`config.mk`:
```
export PLATFORM = sky130hd
export DESIGN_NAME = mux_2x1_rr_out_stage_flat
export DESIGN_NICKNAME = d
export VERILOG_FILES = /design/src/rtl/mux_2x1_rr_out_stage_if.sv /design/src/rtl/mux_2x1_rr_out_stage.sv /design/src/flat_wrapper.sv
export SDC_FILE = /design/constraint.sdc
export NUM_CORES = 1
export LEC_CHECK = 0
export ABC_AREA = 1
export BUFFER_PORTS_ARGS = -buffer_cell sky130_fd_sc_hd__buf_2
export CAP_MARGIN = 5
export CORE_ASPECT_RATIO = 1.75
export CORE_MARGIN = 5
export CORE_UTILIZATION = 48
export DETAILED_ROUTE_END_ITERATION = 6
export MAX_ROUTING_LAYER = met4
export PLACE_DENSITY_LB_ADDON = 0.08
export SLEW_MARGIN = 10
export SYNTH_ARGS = -nofsm -noshare
export SYNTH_HDL_FRONTEND = slang
export SYNTH_SLANG_ARGS = --single-unit
```
`constraint.sdc`:
```
create_clock -name clk -period 2.65 [get_ports clk]
set_input_delay 0.53 -clock clk [delete_from_list [all_inputs] [get_ports clk]]
set_output_delay 0.53 -clock clk [all_outputs]
set_load 0.05 [all_outputs]
```
`src/rtl/mux_2x1_rr_out_stage_if.sv`:
```
// Handshake and bus bundle between the 2:1 merge output stage, its upstream
// mux and the next NoC hop.
// The slave modport is the output stage itself. The master modport is the
// environment around it: the sources, the mux and the downstream hop.
interface mux_2x1_rr_out_stage_if #(
  parameter int DATA_WIDTH = 32
);
  logic [1:0]            i_src_valid;
  logic [1:0]            o_src_ready;
  logic                  o_mux_en;
  logic                  o_mux_cmd;
  logic                  i_mux_valid;
  logic [DATA_WIDTH-1:0] i_mux_data;
  logic                  o_valid;
  logic [DATA_WIDTH-1:0] o_data_bus;
  logic                  i_ready;

  modport slave (
    input  i_src_valid, i_mux_valid, i_mux_data, i_ready,
    output o_src_ready, o_mux_en, o_mux_cmd, o_valid, o_data_bus
  );

  modport master (
    output i_src_valid, i_mux_valid, i_mux_data, i_ready,
    input  o_src_ready, o_mux_en, o_mux_cmd, o_valid, o_data_bus
  );
endinterface

```
`src/rtl/mux_2x1_rr_out_stage.sv`:
```
// 2:1 merge output stage.
// It arbitrates between the two sources, steers the upstream mux and
// captures the selected word into a small FIFO. The FIFO head is presented
// downstream with valid/ready flow control.
// Build option MUX_2X1_FIXED_PRIO_EN: when defined, the low source always
// wins a tie. Otherwise (the default) ties are resolved round-robin.
module mux_2x1_rr_out_stage #(
  parameter int DATA_WIDTH = 32,
  parameter int FIFO_DEPTH = 2
) (
  input logic                   clk,
  input logic                   rst_n,
  mux_2x1_rr_out_stage_if.slave bus
);
  localparam int AW = $clog2(FIFO_DEPTH);

  logic [DATA_WIDTH-1:0] mem [FIFO_DEPTH];
  logic [AW:0]           wr_ptr;
  logic [AW:0]           rd_ptr;
  logic                  full;
  logic                  empty;
  logic [1:0]            req;
  logic                  grant;
  logic                  push;
  logic                  pop;

  // The MSB of each pointer is a wrap bit. Equal indices with differing
  // wrap bits mean the FIFO is full.
  assign full  = (wr_ptr[AW] != rd_ptr[AW]) && (wr_ptr[AW-1:0] == rd_ptr[AW-1:0]);
  assign empty = (wr_ptr == rd_ptr);
  assign req   = full ? 2'b00 : bus.i_src_valid;
  assign push  = bus.o_mux_en & bus.i_mux_valid;
  assign pop   = ~empty & bus.i_ready;

`ifdef MUX_2X1_FIXED_PRIO_EN
  // Fixed priority: only a lone high request selects the high branch.
  always_comb begin
    grant = 1'b0;
    if (req == 2'b10) grant = 1'b1;
  end
`else
  logic last_grant;

  // Round-robin: a lone requester wins; a tie or idle selects the branch not
  // granted last.
  always_comb begin
    grant = ~last_grant;
    case (req)
      2'b01:   grant = 1'b0;
      2'b10:   grant = 1'b1;
      default: grant = ~last_grant;
    endcase
  end

  // Remember which source got the most recent accepted word.
  always_ff @(posedge clk) begin
    if (!rst_n)    last_grant <= 1'b1;
    else if (push) last_grant <= grant;
  end
`endif

  assign bus.o_mux_en    = |req;
  assign bus.o_mux_cmd   = grant;
  assign bus.o_src_ready = push ? (grant ? 2'b10 : 2'b01) : 2'b00;
  assign bus.o_valid     = ~empty;
  assign bus.o_data_bus  = mem[rd_ptr[AW-1:0]];

  // FIFO pointers; the push is already gated by full through o_mux_en.
  always_ff @(posedge clk) begin
    if (!rst_n) begin
      wr_ptr <= '0;
      rd_ptr <= '0;
    end else begin
      if (push) wr_ptr <= wr_ptr + (AW+1)'(1);
      if (pop)  rd_ptr <= rd_ptr + (AW+1)'(1);
    end
  end

  // FIFO storage; cleared on reset so the idle head reads as zero.
  always_ff @(posedge clk) begin
    if (!rst_n) begin
      for (int i = 0; i < FIFO_DEPTH; i++) mem[i] <= '0;
    end else if (push) begin
      mem[wr_ptr[AW-1:0]] <= bus.i_mux_data;
    end
  end
endmodule

```
`src/flat_wrapper.sv`:
```
// flat-port wrapper written by rule: the top's interface ports become plain ports
module mux_2x1_rr_out_stage_flat 
#(
  parameter int DATA_WIDTH = 32,
  parameter int FIFO_DEPTH = 2
)
  (clk, rst_n, bus_i_src_valid, bus_i_mux_valid, bus_i_mux_data, bus_i_ready, bus_o_src_ready, bus_o_mux_en, bus_o_mux_cmd, bus_o_valid, bus_o_data_bus);
  mux_2x1_rr_out_stage_if #(.DATA_WIDTH(DATA_WIDTH)) bus_i ();
  input logic clk;
  input logic rst_n;
  input wire logic [$bits(bus_i.i_src_valid)-1:0] bus_i_src_valid;
  input wire logic [$bits(bus_i.i_mux_valid)-1:0] bus_i_mux_valid;
  input wire logic [$bits(bus_i.i_mux_data)-1:0] bus_i_mux_data;
  input wire logic [$bits(bus_i.i_ready)-1:0] bus_i_ready;
  output wire logic [$bits(bus_i.o_src_ready)-1:0] bus_o_src_ready;
  output wire logic [$bits(bus_i.o_mux_en)-1:0] bus_o_mux_en;
  output wire logic [$bits(bus_i.o_mux_cmd)-1:0] bus_o_mux_cmd;
  output wire logic [$bits(bus_i.o_valid)-1:0] bus_o_valid;
  output wire logic [$bits(bus_i.o_data_bus)-1:0] bus_o_data_bus;
  assign bus_i.i_src_valid = bus_i_src_valid;
  assign bus_i.i_mux_valid = bus_i_mux_valid;
  assign bus_i.i_mux_data = bus_i_mux_data;
  assign bus_i.i_ready = bus_i_ready;
  assign bus_o_src_ready = bus_i.o_src_ready;
  assign bus_o_mux_en = bus_i.o_mux_en;
  assign bus_o_mux_cmd = bus_i.o_mux_cmd;
  assign bus_o_valid = bus_i.o_valid;
  assign bus_o_data_bus = bus_i.o_data_bus;
  mux_2x1_rr_out_stage #(.DATA_WIDTH(DATA_WIDTH), .FIFO_DEPTH(FIFO_DEPTH)) u_core (.clk(clk), .rst_n(rst_n), .bus(bus_i));
endmodule
```
==> metrics.yaml <==
status: "finished clean"
fin_crit_sh_pct: 92.0
post_cts_buffers: 0
reg2reg_slack_ps: 690
rr_startpoint: "u_core.wr_ptr[0]"
wl_per_cell_um: 13.6
synth_cell_types: 20
htreeDepth: 3
cts_root_buf: "clkbuf_16"
r2r_cells: 10
finalWorstSetupSlack_ps: 212
num_io_pins: 75
min_to: "u_core.rd_ptr[0]"
slew_violations: 0
yosys_warnings: 0
worst_pin_slew_ps: 506
track_usage_pct: 14.7
p_switching_uw: 851
synth_flop_cell: "edfxtp_1"
coreArea_mm2: 0.00649
synth_nets: 295
fin_nets: 375
finalWirelength_um: 5730
synth_seq_cells: 70
area_growth_pct: 22.7
p_int_mw: 2.17
setup_tns_ps: 0
grt_first_pass_wirelength_um: 9220
path_class: "flip-flop to output pin"
num-fill-cells: 556
die_y_um: 118
syn_area_mm2: 0.00319
fin_crit_ps: 2440
switching_share_pct: 28.1
ant_nets: 0
hold_depth: 3
rows: 39
critPathMaxFanout: 4
viasPerCell: 4.63
worst_skew_pair.late_latency_ps: 320
portBuffers: 74
crit_required_ps: 2120
fin_area_mm2: 0.00392
max_slew_margin_pct: 66.3
via_count: 1955
fp.dieW_um: 71.6
async_flop_share_pct: 0
placed_area_mm2: 0.00363
p_leak_nw: 1.80
hold_start: "bus_i_ready"
start_util_pct: 49.2
r2r_end: "u_core.mem[1][10]"
overflow: 0
post-dp-hpwl_um: 3730
worst_setup_path_start_kind: "flip-flop"
drv_cap: 0
drc: 0
setup_viol: 0
hold_viol_final: 0
grt_pass1_vias: 2021
worst_setup_path_end_kind: "output pin"
synth_edf_count: 64
antenna_found_initial: 0
timing.fmax_mhz: 410
syn_area_per_cell_um2: 12.5
holdBufCountCts: 0
clock_sinks: 70
clockBufferDepth: 2
combPwrFrac_pct: 20.0
crit_start: "u_core.wr_ptr[0]"
drive_above_1_share_pct: 45.3
vdd_ir_drop_max_mv: 0.527
p_clk_share_pct: 36.4
dp_slack_ps: 430
fin_skew_ps: 3.81
path_clk_slew_ps: 50
first_pass_iters: 4
total_power_mw: 3.02
grt_max_degree: 35
gp_congestion: 0.686
cts_buffers: 9
ys_seq_area_share_pct: 64.0
synth_cells: 255
drtIter0Drc: 96
die-area_mm2: 0.00844
powerDensity_mw_per_mm2: 773
diodes: 0
cp.arrival_ps: 1910
p_seq_share_pct: 43.6
hold_path.class: "input pin to flip-flop"
cts_tree: "done"
rsz0062_at_grt: "no"
critical path, cell delays in order, from the launching register on:
cell and delay [ps]:
dfxtp_2 360, inv_2 70, nand2_1 70, nand2_2 70, nand3_1 90, nand2_1 90
ha_1 250, nor2_4 180, inv_1 90, nor2_1 100, clkbuf_4 230
through the flow:
step           instances  hold WS [ps]  utilization, %
2_1_floorplan        255           466               -
3_3_place_gp         406           482            55.9
3_5_place_dp         406           500            55.9
4_1_cts              422           485            60.2
5_1_grt              422           527            60.3
6_report             422           501            60.3
cell usage after synthesis (3+ instances only):
library cell  instances  area, µm²
edfxtp_1             64       1920
nand3_1               4       20.0
dfxtp_1               6        120
nand2_1              16       60.1
mux2_2               27        304
mux2_4                4       60.1
nor2_1               46        173
nor2_2               22        138
a21oi_1               3       15.0
buf_6                 9        101
inv_1                41        154
sequential cells by signal, summed over array words and instances (netlist names), named ones only:
| signal | flops |
|---|---|
| u_core.mem | 64 |
| u_core.wr_ptr | 2 |
| u_core.last_grant | 1 |
| u_core.rd_ptr | 2 |
cells in the final DEF, fill, tap and decap left out:
cell type / n
edfxtp_1: 64
a21oi_1: 3
inv_1: 41
mux2_1: 1
clkbuf_4: 2
buf_4: 4
nand2_1: 16
clkbuf_16: 9
nand3_4: 2
nor2_2: 22
o21ai_0: 1
dfxtp_1: 4
dfxtp_2: 2
nor2_1: 46
clkinv_1: 1
nand2_2: 1
clkbuf_1: 3
mux2_4: 4
nand3_1: 4
inv_2: 1
nand2_4: 1
o21ai_2: 1
clkbuf_8: 3
mux2_2: 27
nor2_4: 1
ha_1: 2
buf_12: 2
buf_2: 72
worst max path at each step:
stage,cells after the start,to,slack (ps)
after floorplan,9,bus_o_src_ready[0],90
after global placement,10,bus_o_src_ready[0],470
after detailed placement,10,bus_o_src_ready[0],430
after CTS,10,bus_o_src_ready[0],60
after global routing,10,bus_o_src_ready[0],60
final,10,bus_o_src_ready[0],210
cell families (layout without fill, tap and decap cells):
kind of cell | after synthesis | after routing | share of synthesized area [%]
and+or+nand+nor | 93 | 93 | 14.2
DFF | 70 | 70 | 64.0
muxes | 32 | 32 | 11.8
AOI/OAI and AO/OA | 5 | 5 | 0.784
buffers and inverters | 53 | 138 | 8.43
adders and majority gates | 2 | 2 | 0.784
power by group through the flow:
stage                     logic, mW  registers, mW  clock network (mW)
after floorplan               0.496           1.32                   0
after global placement        0.611           1.34                   0
after detailed placement      0.612           1.34                   0
after CTS                     0.613           1.32                1.13
after global routing          0.642           1.33                1.18
final                         0.605           1.32                1.10
cell type report:
| class | count | area, µm² | share of cell area [%] |
|---|---|---|---|
| sequential | 70 | 2040 | 52.2 |
| multi-input combinational | 132 | 883 | 22.6 |
| timing repair buffer | 80 | 445 | 11.4 |
| clock buffer | 15 | 278 | 7.09 |
| inverter | 42 | 158 | 4.03 |
| tap | 82 | 103 | 2.62 |
| clock inverter | 1 | 3.75 | 0.0959 |
routing by layer:
metal	vias to the layer above	track usage [%]	part of all wire, %
li1	993	-	-
met1	913	15.0	36
met2	45	26.3	57
met3	4	3.59	5.6
met4	0	6.00	1.0
met5	-	-	0
timing repair:
item / 4_1_cts / 5_1_grt
setup endpoints to repair: 0 / 2
resized for setup: 0 / 3
hold endpoints to repair: 0 / 0
No activity file was read; power rests on OpenSTA's default activity.
